File: src/rtl/stopwatch_display_pkg.sv
// Shared constants for the stopwatch display: segment codes, converter
// state encoding and digit slot numbering.
package stopwatch_display_pkg;

  // Active-high segment patterns, bit order {g,f,e,d,c,b,a}
  localparam logic [6:0] SEG_0   = 7'b0111111;
  localparam logic [6:0] SEG_1   = 7'b0000110;
  localparam logic [6:0] SEG_2   = 7'b1011011;
  localparam logic [6:0] SEG_3   = 7'b1001111;
  localparam logic [6:0] SEG_4   = 7'b1100110;
  localparam logic [6:0] SEG_5   = 7'b1101101;
  localparam logic [6:0] SEG_6   = 7'b1111101;
  localparam logic [6:0] SEG_7   = 7'b0000111;
  localparam logic [6:0] SEG_8   = 7'b1111111;
  localparam logic [6:0] SEG_9   = 7'b1101111;
  localparam logic [6:0] SEG_OFF = 7'b0000000;

  // Binary-to-BCD converter states
  typedef enum logic [1:0] {
    IDLE  = 2'd0,
    SHIFT = 2'd1,
    DONE  = 2'd2
  } conv_state_t;

  // Number of shift steps for a 6-bit binary input
  localparam int BCD_SHIFTS = 6;

  // Digit slots of the scan, slot 0 is the rightmost digit
  localparam logic [1:0] DIG_ONES = 2'd0;
  localparam logic [1:0] DIG_TENS = 2'd1;
  localparam logic [1:0] DIG_MIN  = 2'd2;
  localparam logic [1:0] DIG_DARK = 2'd3;

  // BCD nibble to active-high segments; out-of-range nibbles stay dark
  function automatic logic [6:0] seg_decode(input logic [3:0] d);
    logic [6:0] s;
    case (d)
      4'd0:    s = SEG_0;
      4'd1:    s = SEG_1;
      4'd2:    s = SEG_2;
      4'd3:    s = SEG_3;
      4'd4:    s = SEG_4;
      4'd5:    s = SEG_5;
      4'd6:    s = SEG_6;
      4'd7:    s = SEG_7;
      4'd8:    s = SEG_8;
      4'd9:    s = SEG_9;
      default: s = SEG_OFF;
    endcase
    return s;
  endfunction

endpackage

File: src/rtl/bin2bcd_seq.sv
// Sequential 6-bit double-dabble converter with a start/done handshake.
// One shift per clock; done pulses for one cycle while the result is held.
module bin2bcd_seq
  import stopwatch_display_pkg::*;
(
  input  logic       clk,
  input  logic       reset,
  input  logic       start,
  input  logic [5:0] bin,
  output logic       ready,
  output logic       done,
  output logic [3:0] tens,
  output logic [3:0] ones
);

  conv_state_t state_reg, state_next;
  logic [13:0] sh_reg, sh_next;   // {tens, ones, binary}
  logic [2:0]  cnt_reg, cnt_next;
  logic [7:0]  bcd_adj;

  // Add-3 correction on every BCD nibble that is 5 or more
  genvar gi;
  generate
    for (gi = 0; gi < 2; gi++) begin : g_adj
      assign bcd_adj[gi*4 +: 4] = (sh_reg[6 + gi*4 +: 4] >= 4'd5)
                                ? sh_reg[6 + gi*4 +: 4] + 4'd3
                                : sh_reg[6 + gi*4 +: 4];
    end
  endgenerate

  // State, shift register and iteration counter
  always_ff @(posedge clk or negedge reset) begin
    if (!reset) begin
      state_reg <= IDLE;
      sh_reg    <= '0;
      cnt_reg   <= '0;
    end else begin
      state_reg <= state_next;
      sh_reg    <= sh_next;
      cnt_reg   <= cnt_next;
    end
  end

  // Next-state logic: load on start, six adjust-and-shift steps, then done
  always_comb begin
    state_next = state_reg;
    sh_next    = sh_reg;
    cnt_next   = cnt_reg;
    ready      = 1'b0;
    done       = 1'b0;
    case (state_reg)
      IDLE: begin
        ready = 1'b1;
        if (start) begin
          sh_next    = {8'h00, bin};
          cnt_next   = '0;
          state_next = SHIFT;
        end
      end
      SHIFT: begin
        sh_next  = {bcd_adj[6:0], sh_reg[5:0], 1'b0};
        cnt_next = cnt_reg + 3'd1;
        if (cnt_reg == 3'(BCD_SHIFTS - 1)) state_next = DONE;
      end
      DONE: begin
        done       = 1'b1;
        state_next = IDLE;
      end
      default: state_next = IDLE;
    endcase
  end

  assign tens = sh_reg[13:10];
  assign ones = sh_reg[9:6];

endmodule

File: src/rtl/stopwatch_display.sv
// M.SS multiplexed 7-segment driver fed by the stopwatch counter.
// Captures changed time values, converts seconds to BCD, commits all three
// digits together and scans them onto a registered 4-digit display.
module stopwatch_display
  import stopwatch_display_pkg::*;
#(
  parameter int SCAN_DIV       = 1000,
  parameter int SEG_ACTIVE_LOW = 1
) (
  input  logic       clk,
  input  logic       reset,
  input  logic [1:0] minute,
  input  logic [5:0] second,
  input  logic       blank,
  output logic [6:0] seg,
  output logic       dp,
  output logic [3:0] an
);

  localparam logic        POL       = (SEG_ACTIVE_LOW != 0);
  localparam logic [15:0] SCAN_LAST = 16'(SCAN_DIV - 1);

  logic [7:0]  last_reg;           // last captured {minute, second}
  logic [1:0]  m_reg;
  logic [3:0]  st_reg, so_reg;
  logic [15:0] scan_cnt_reg;
  logic [1:0]  idx_reg;

  logic        conv_ready, conv_done, conv_start;
  logic [3:0]  conv_tens, conv_ones;
  logic [3:0]  digit_val;
  logic        lit, dp_on;
  logic [6:0]  seg_on;
  logic [3:0]  an_on;

  // A new conversion starts only when the converter is idle and the time moved
  assign conv_start = conv_ready && ({minute, second} != last_reg);

  bin2bcd_seq u_bin2bcd (
    .clk   (clk),
    .reset (reset),
    .start (conv_start),
    .bin   (second),
    .ready (conv_ready),
    .done  (conv_done),
    .tens  (conv_tens),
    .ones  (conv_ones)
  );

  // Capture the time value being converted
  always_ff @(posedge clk or negedge reset) begin
    if (!reset)          last_reg <= '0;
    else if (conv_start) last_reg <= {minute, second};
  end

  // Commit all display digits in the same cycle so the display never tears
  always_ff @(posedge clk or negedge reset) begin
    if (!reset) begin
      m_reg  <= '0;
      st_reg <= '0;
      so_reg <= '0;
    end else if (conv_done) begin
      m_reg  <= last_reg[7:6];
      st_reg <= conv_tens;
      so_reg <= conv_ones;
    end
  end

  // Scan prescaler and digit index; blank does not pause the scan
  always_ff @(posedge clk or negedge reset) begin
    if (!reset) begin
      scan_cnt_reg <= '0;
      idx_reg      <= DIG_ONES;
    end else if (scan_cnt_reg == SCAN_LAST) begin
      scan_cnt_reg <= '0;
      idx_reg      <= idx_reg + 2'd1;
    end else begin
      scan_cnt_reg <= scan_cnt_reg + 16'd1;
    end
  end

  // Select the digit for the current slot; slot 3 and blank stay dark
  always_comb begin
    digit_val = 4'hF;
    lit       = 1'b0;
    dp_on     = 1'b0;
    case (idx_reg)
      DIG_ONES: begin digit_val = so_reg; lit = 1'b1; end
      DIG_TENS: begin digit_val = st_reg; lit = 1'b1; end
      DIG_MIN:  begin digit_val = {2'b00, m_reg}; lit = 1'b1; dp_on = 1'b1; end
      DIG_DARK: lit = 1'b0;
      default:  lit = 1'b0;
    endcase
    if (blank) begin
      lit   = 1'b0;
      dp_on = 1'b0;
    end
    seg_on = lit ? seg_decode(digit_val) : SEG_OFF;
  end

  // One-hot digit enable for the lit slot
  genvar gi;
  generate
    for (gi = 0; gi < 4; gi++) begin : g_an
      assign an_on[gi] = lit && (idx_reg == 2'(gi));
    end
  endgenerate

  // Registered, polarity-adjusted display drive
  always_ff @(posedge clk or negedge reset) begin
    if (!reset) begin
      seg <= {7{POL}};
      dp  <= POL;
      an  <= {4{POL}};
    end else begin
      seg <= seg_on ^ {7{POL}};
      dp  <= dp_on ^ POL;
      an  <= an_on ^ {4{POL}};
    end
  end

endmodule
File: config.mk
export PLATFORM = sky130hd
export DESIGN_NAME = stopwatch_display
export DESIGN_NICKNAME = d
export VERILOG_FILES = /design/src/rtl/stopwatch_display_pkg.sv /design/src/rtl/bin2bcd_seq.sv /design/src/rtl/stopwatch_display.sv
export SDC_FILE = /design/constraint.sdc
export NUM_CORES = 1
export LEC_CHECK = 0
export CORE_UTILIZATION = 55
export DETAILED_ROUTE_END_ITERATION = 10
export MAX_ROUTING_LAYER = met4
export PLACE_DENSITY = 0.87
export SLEW_MARGIN = 20
export SYNTH_ARGS = -nofsm -noshare
export SYNTH_HDL_FRONTEND = slang
export SYNTH_SLANG_ARGS = --single-unit
File: constraint.sdc
create_clock -name clk -period 3.2 [get_ports clk]
set_clock_uncertainty 0.05 [all_clocks]
set_input_delay 0.32 -clock clk [delete_from_list [all_inputs] [get_ports clk]]
set_output_delay 0.32 -clock clk [all_outputs]
set_load 0.01 [all_outputs]
==> out/metrics.cfg, run 1 <==
[clocking]
cts_resized = 0
numCtsBuffers = 9
clk_latency_ns = 0.35
clockBufferDepth = 2
ctsRootBufferMaster = clkbuf_8
clk_pin_slew_ns = 0.07
tritoncts = built
post-cts-setup-buffer-count = 0
cts.htree.levels = 3
cts_sinks = 67

[global_routing]
grt_pass1_vias = 2178
antenna_found_initial = 0
track_usage = 0.217
use_met1 = 0.264
met3_usage = 0.0419
grt_pass1_wl_mm = 9.76
grt_max_degree = 45
use_met2 = 0.343
busiest_layer = met2
overflow = 0

[yosys]
ys_seq_elements = 67
syn_area_sq_mm = 0.00319
syn-num-nets = 307
ys_seq_area_frac = 0.530
syn_avg_cell_area_sq_um = 11.4
synth_ff_type = dfrtp_1
synth_cell_type_count = 43
synthCells = 280
synth_warnings = 0
synth_edf_count = 0
async_flop_share = 1.00

[setup_path]
path_delay_family = compound AO/OA/AOI/OAI gates
startpoint_type = flip-flop
critical_path.cell_chain = inv_1 -> ha_1 -> a222oi_1 -> nand2b_1 -> inv_1 -> ha_1 -> and2_1 -> a21oi_1 -> o21ai_0
critPathBufInv = 2
endpoint_kind = flip-flop
rrSetupSlack_ns = 0.84
slowest_stage = a222oi_1
cp.required_ns = 3.42
worstSetupPathType = reg2reg
cp_max_fo = 7
arrival_ns = 2.57
max_stage_delay_ns = 0.50

[pwr]
p_comb_frac = 0.337
p_seq_frac = 0.442
peakVddDrop_mv = 0.499
switchingPower_mw = 0.969
swShare = 0.330
p_leak_nw = 1.58
power.density_mw_per_mm2 = 805
power.total_mw = 2.94
intPower_mw = 1.97
pwr-share-clk = 0.221

[placement]
hpwl_mm = 3.92
dp_slack_ns = 0.823
portBuffers = 22
placed_cell_area_sq_mm = 0.00345
gp_congestion = 0.864

[timing]
finalHoldViolations = 0
maxSlewViolCount = 0
setup_ws_ns = 0.844
setup_viol = 0
rsz0062_at_grt = false
fin_crit_ns = 2.36
setup-tns-final_ns = 0
timing.final.crit_share = 0.736
tightest_slew_ns = 0.951
slew_headroom = 0.361
timing.fmax_mhz = 424

[floorplan]
die-area_sq_mm = 0.00611
start_util = 0.576
die_width_um = 78.2
pin_count = 23
die_h_um = 78.2
rows = 27
core_area_sq_mm = 0.00554

[detailed_routing]
wl_per_cell_um = 14.7
viasPerCell = 5.63
drt_wl_total_mm = 5.64
dr.pass1.iters = 4
drc = 0
dr_total_vias = 2155
drtAntennaViolNets = 0
drtIter0Drc = 92

[layout]
fin_area_sq_mm = 0.00365
area_growth_pct = 14.4
largest_reg_flops = 16
seqCellArea_sq_mm = 0.00169
layout-drive-gt1-share = 0.161
finalNetCount = 333
nFillCells = 447
multi_input_area_sq_mm = 0.00141
n_antenna_cell = 0

[run_status]
status = finished, final reports clean

[worst_hold_path]
holdCritPathClass = reg2reg

[flow_run]
maxCapViolCount = 0

power groups by stage:
| stage | clock network [mW] | registers, mW | logic, mW |
|---|---|---|---|
| after floorplan | 0 | 1.28 | 0.732 |
| after global placement | 0 | 1.30 | 0.938 |
| after detailed placement | 0 | 1.31 | 0.989 |
| after CTS | 0.658 | 1.30 | 0.997 |
| after global routing | 0.704 | 1.33 | 1.11 |
| final | 0.647 | 1.30 | 0.990 |
cells by family after synthesis:
kind of cell	count (synthesis)	share of synthesized area
XOR/XNOR	27	0.0741
other	1	0.00118
adder cells (fa/ha/maj)	16	0.0628
AND/OR/NAND/NOR	86	0.144
buffers and inverters	19	0.0267
AO/OA/AOI/OAI	47	0.101
multiplexers	17	0.0596
flip-flops	67	0.530
placed cells by master (no fill, tap or decap), drive strengths merged, types with 9 or more instances in the layout:
| cell | netlist | final |
|---|---|---|
| dfrtp | 55 | 55 |
| ha | 16 | 16 |
| xor2 | 9 | 9 |
| o21ai | 14 | 14 |
| a21oi | 10 | 10 |
| inv | 10 | 10 |
| clkbuf | 5 | 14 |
| dfstp | 12 | 12 |
| xnor2 | 18 | 18 |
| clkdlybuf4s50 | 0 | 21 |
| mux2 | 16 | 16 |
| nand2 | 26 | 26 |
| nor2 | 11 | 11 |
per-stage QoR:
| step | cells | hold WS [ns] | utilization |
|---|---|---|---|
| finish | 383 | 0.399 | 0.658 |
| global placement | 366 | 0.261 | 0.624 |
| global route | 383 | 0.456 | 0.658 |
| floorplan | 280 | -0.0256 | - |
| CTS | 383 | 0.403 | 0.658 |
| detailed placement | 366 | 0.270 | 0.624 |
cells in the mapped netlist, drive strengths merged (9+ instances only):
| cell | n | area, sq um |
|---|---|---|
| inv | 10 | 37.5 |
| ha | 16 | 200 |
| nand2 | 26 | 97.6 |
| dfstp | 12 | 315 |
| o21ai | 14 | 70.1 |
| xor2 | 9 | 78.8 |
| nor2 | 11 | 41.3 |
| a21oi | 10 | 50.1 |
| mux2 | 16 | 180 |
| xnor2 | 18 | 158 |
| dfrtp | 55 | 1380 |
routing by layer:
metal | part of all wire | wire length [um] | vias to the layer above
met3 | 0.029 | 161 | 15
met5 | 0 | 0 | -
li1 | - | - | 1034
met2 | 0.49 | 2750 | 36
met4 | 0.021 | 121 | 0
met1 | 0.46 | 2600 | 1070
repair_timing:
item / in CTS / in global routing
setup endpoints to repair: 0 / 0
hold buffers: 1 / 0
endpoints found under the hold margin: 12 / 0
final cells by class:
type | count | share of cell area
inverter | 10 | 0.0103
tap | 72 | 0.0247
multi-input combinational | 194 | 0.387
timing repair buffer | 24 | 0.0638
clock buffer | 14 | 0.0473
sequential | 67 | 0.464
clock inverter | 2 | 0.00274
worst paths after layout:
check	start	to	cells past startpoint
max	idx_reg[0]	seg[0]	9
min	scan_cnt_reg[0]	scan_cnt_reg[0]	1
max reg2reg	idx_reg[0]	seg[0]	9
min reg2reg	scan_cnt_reg[0]	scan_cnt_reg[0]	1
max in group asynchronous	reset	an[3]	3
min in group asynchronous	reset	scan_cnt_reg[4]	2
Note: power is estimated with default switching activity, not from simulation.
==> inputs of run 2 (changes only) <==
- clock period: 3.2 -> 2.5 ns (I/O delays scaled with it)
==> run 2 against run 1 <==
Compared with the run above: register-to-register slack worse by 0.52 ns; final cell count is 1.0% higher; power grew 37%; via count barely moved; critical path depth unchanged; design area grew 2.4%; routed wire length is 1.9% lower; sequential power is 28% higher; critical path type unchanged; largest power group unchanged.
==> out/metrics.cfg, run 2 (synthesis results as in run 1) <==
[layout]
n_antenna_cell = 0  ; unchanged
nFillCells = 415  ; -7.2%
layout-drive-gt1-share = 0.178  ; +0.0170
area_growth_pct = 17.1
final_common_cell = dfrtp_1
finalNetCount = 337  ; +1.2%
layout.cells.non_filler = 387  ; +1.0%
largest_reg_flops = 16  ; unchanged
final_cell_mix = 55 x dfrtp_1, 26 x nand2_1, 21 x clkdlybuf4s50_1

[detailed_routing]
drc = 0  ; unchanged
dr.pass1.iters = 5  ; +1
drtIter0Drc = 98  ; +6.5%
viasPerCell = 5.57  ; -0.99%
dr_total_vias = 2156  ; +0.046%
drtAntennaViolNets = 0  ; unchanged
wl_per_cell_um = 14.3  ; -2.9%
drt_wl_total_mm = 5.53  ; -1.9%

[pwr]
pwr-share-clk = 0.265  ; +0.044
swShare = 0.308  ; -0.0222
switchingPower_mw = 1.24  ; +28%
p_comb_frac = 0.322  ; -0.015
peakVddDrop_mv = 0.758  ; +52%
p_leak_nw = 1.63  ; +3.1%
p_seq_frac = 0.412  ; -0.030
intPower_mw = 2.79  ; +42%
power.density_mw_per_mm2 = 1080  ; +34%

[global_routing]
antenna_found_initial = 0  ; unchanged
track_usage = 0.215  ; -0.00209
overflow = 0  ; unchanged
grt_pass1_wl_mm = 9.59  ; -1.7%
grt_pass1_vias = 2196  ; +0.83%
grt_max_degree = 68  ; +51%

[timing]
rsz0062_at_grt = false
slew_headroom = 0.460  ; +0.0997
tightest_slew_ns = 0.810  ; -0.142 ns
finalHoldViolations = 0  ; unchanged
timing.fmax_mhz = 460  ; +8.4%
fin_crit_ns = 2.17  ; -0.183 ns
setup-tns-final_ns = 0  ; unchanged
maxSlewViolCount = 0  ; unchanged
timing.final.crit_share = 0.869  ; +0.133
setup_viol = 0  ; unchanged

[floorplan]
die-area_sq_mm = 0.00611  ; unchanged
die_width_um = 78.2  ; unchanged
rows = 27  ; unchanged
core_area_sq_mm = 0.00554  ; unchanged
pin_count = 23  ; unchanged
die_h_um = 78.2  ; unchanged
start_util = 0.576  ; unchanged

[setup_path]
cp_max_fo = 7  ; unchanged
cp.required_ns = 2.70  ; -0.72 ns
startpoint_type = flip-flop
endpoint_kind = flip-flop
arrival_ns = 2.37  ; -0.20 ns
worstSetupPathType = reg2reg

[clocking]
cts_resized = 0  ; unchanged
cts_sinks = 67  ; unchanged
clockBufferDepth = 2  ; unchanged
tritoncts = built
numCtsBuffers = 9  ; unchanged
cts_hold_buf = 0  ; -1
clk_pin_slew_ns = 0.07  ; about the same
clk_latency_ns = 0.34  ; about the same
cts.htree.levels = 3  ; unchanged
post-cts-setup-buffer-count = 0  ; unchanged
ctsRootBufferMaster = clkbuf_8

[flow_run]
maxCapViolCount = 0  ; unchanged

[placement]
hpwl_mm = 3.86  ; -1.4%
place_inst = 371  ; +1.4%
portBuffers = 22  ; unchanged
gp_congestion = 0.837  ; -3.1%

[worst_hold_path]
holdCritPathClass = in2async

[run_status]
status = finished, final reports clean

-- run 2: cell count changes in the layout (fill, tap and decap cells not counted) --
cell,delta
bufinv_16,+3
buf_4,+5
clkbuf_1,-1
clkbuf_8,-2
dlygate4sd3_1,-1
-- run 2: layout make-up --
class | instances | area, sq um | share of cell area
flip-flops and latches | 67 | 1690 | 0.453
multi-input cells | 194 | 1410 | 0.378
repair buffers | 28 | 260 | 0.0697
clock buffers | 11 | 141 | 0.0379
clock inverters | 5 | 100 | 0.0268
well taps | 72 | 90.1 | 0.0241
inverters | 10 | 37.5 | 0.0101
-- run 2: worst paths after layout --
kind,startpoint,to,slack (ns),cells past startpoint
worst min register to register,scan_cnt_reg[0],scan_cnt_reg[0],0.40,1
worst min-delay path,reset,so_reg[2],0.03,2
min in group clk,scan_cnt_reg[0],scan_cnt_reg[0],0.40,1
worst max-delay path,idx_reg[0],seg[3],0.33,9
worst max register to register,idx_reg[0],seg[3],0.33,9
max in group asynchronous,reset,scan_cnt_reg[15],1.84,2
-- run 2: power by group through the flow --
stage / Clock, mW / Sequential (mW) / Combinational (mW)
floorplan: 0 / 1.64 / 0.936
global placement: 0 / 1.66 / 1.23
detailed placement: 0 / 1.68 / 1.30
CTS: 1.09 / 1.67 / 1.31
global route: 1.15 / 1.70 / 1.47
finish: 1.07 / 1.66 / 1.30
-- run 2: per-stage QoR --
step	instance area [sq um]	worst slack, ns	hold WS [ns]	utilization	power [mW]
after floorplan	3190	0.565	-0.0956	-	2.58
after global placement	3490	0.483	0.387	0.630	2.89
after detailed placement	3490	0.377	0.398	0.630	2.98
after CTS	3730	0.356	0.0672	0.674	4.07
after global routing	3730	0.146	0.114	0.674	4.31
final	3730	0.327	0.0312	0.674	4.04
-- run 2: routing by layer --
layer	global-route usage	wire, um	vias up
li1	-	-	1043
met2	0.343	2770	47
met4	0.124	89	0
met5	-	0	-
met1	0.245	2460	1055
met3	0.0570	221	11
-- run 2: critical path, stage by stage, from the launching register on --
cell and delay (ns):
dfrtp_1 0.37, inv_1 0.10, ha_1 0.30, a222oi_1 0.42, nand2b_1 0.19, inv_1 0.14, ha_1 0.15, and2_1 0.14
a21oi_1 0.05, o21ai_0 0.18
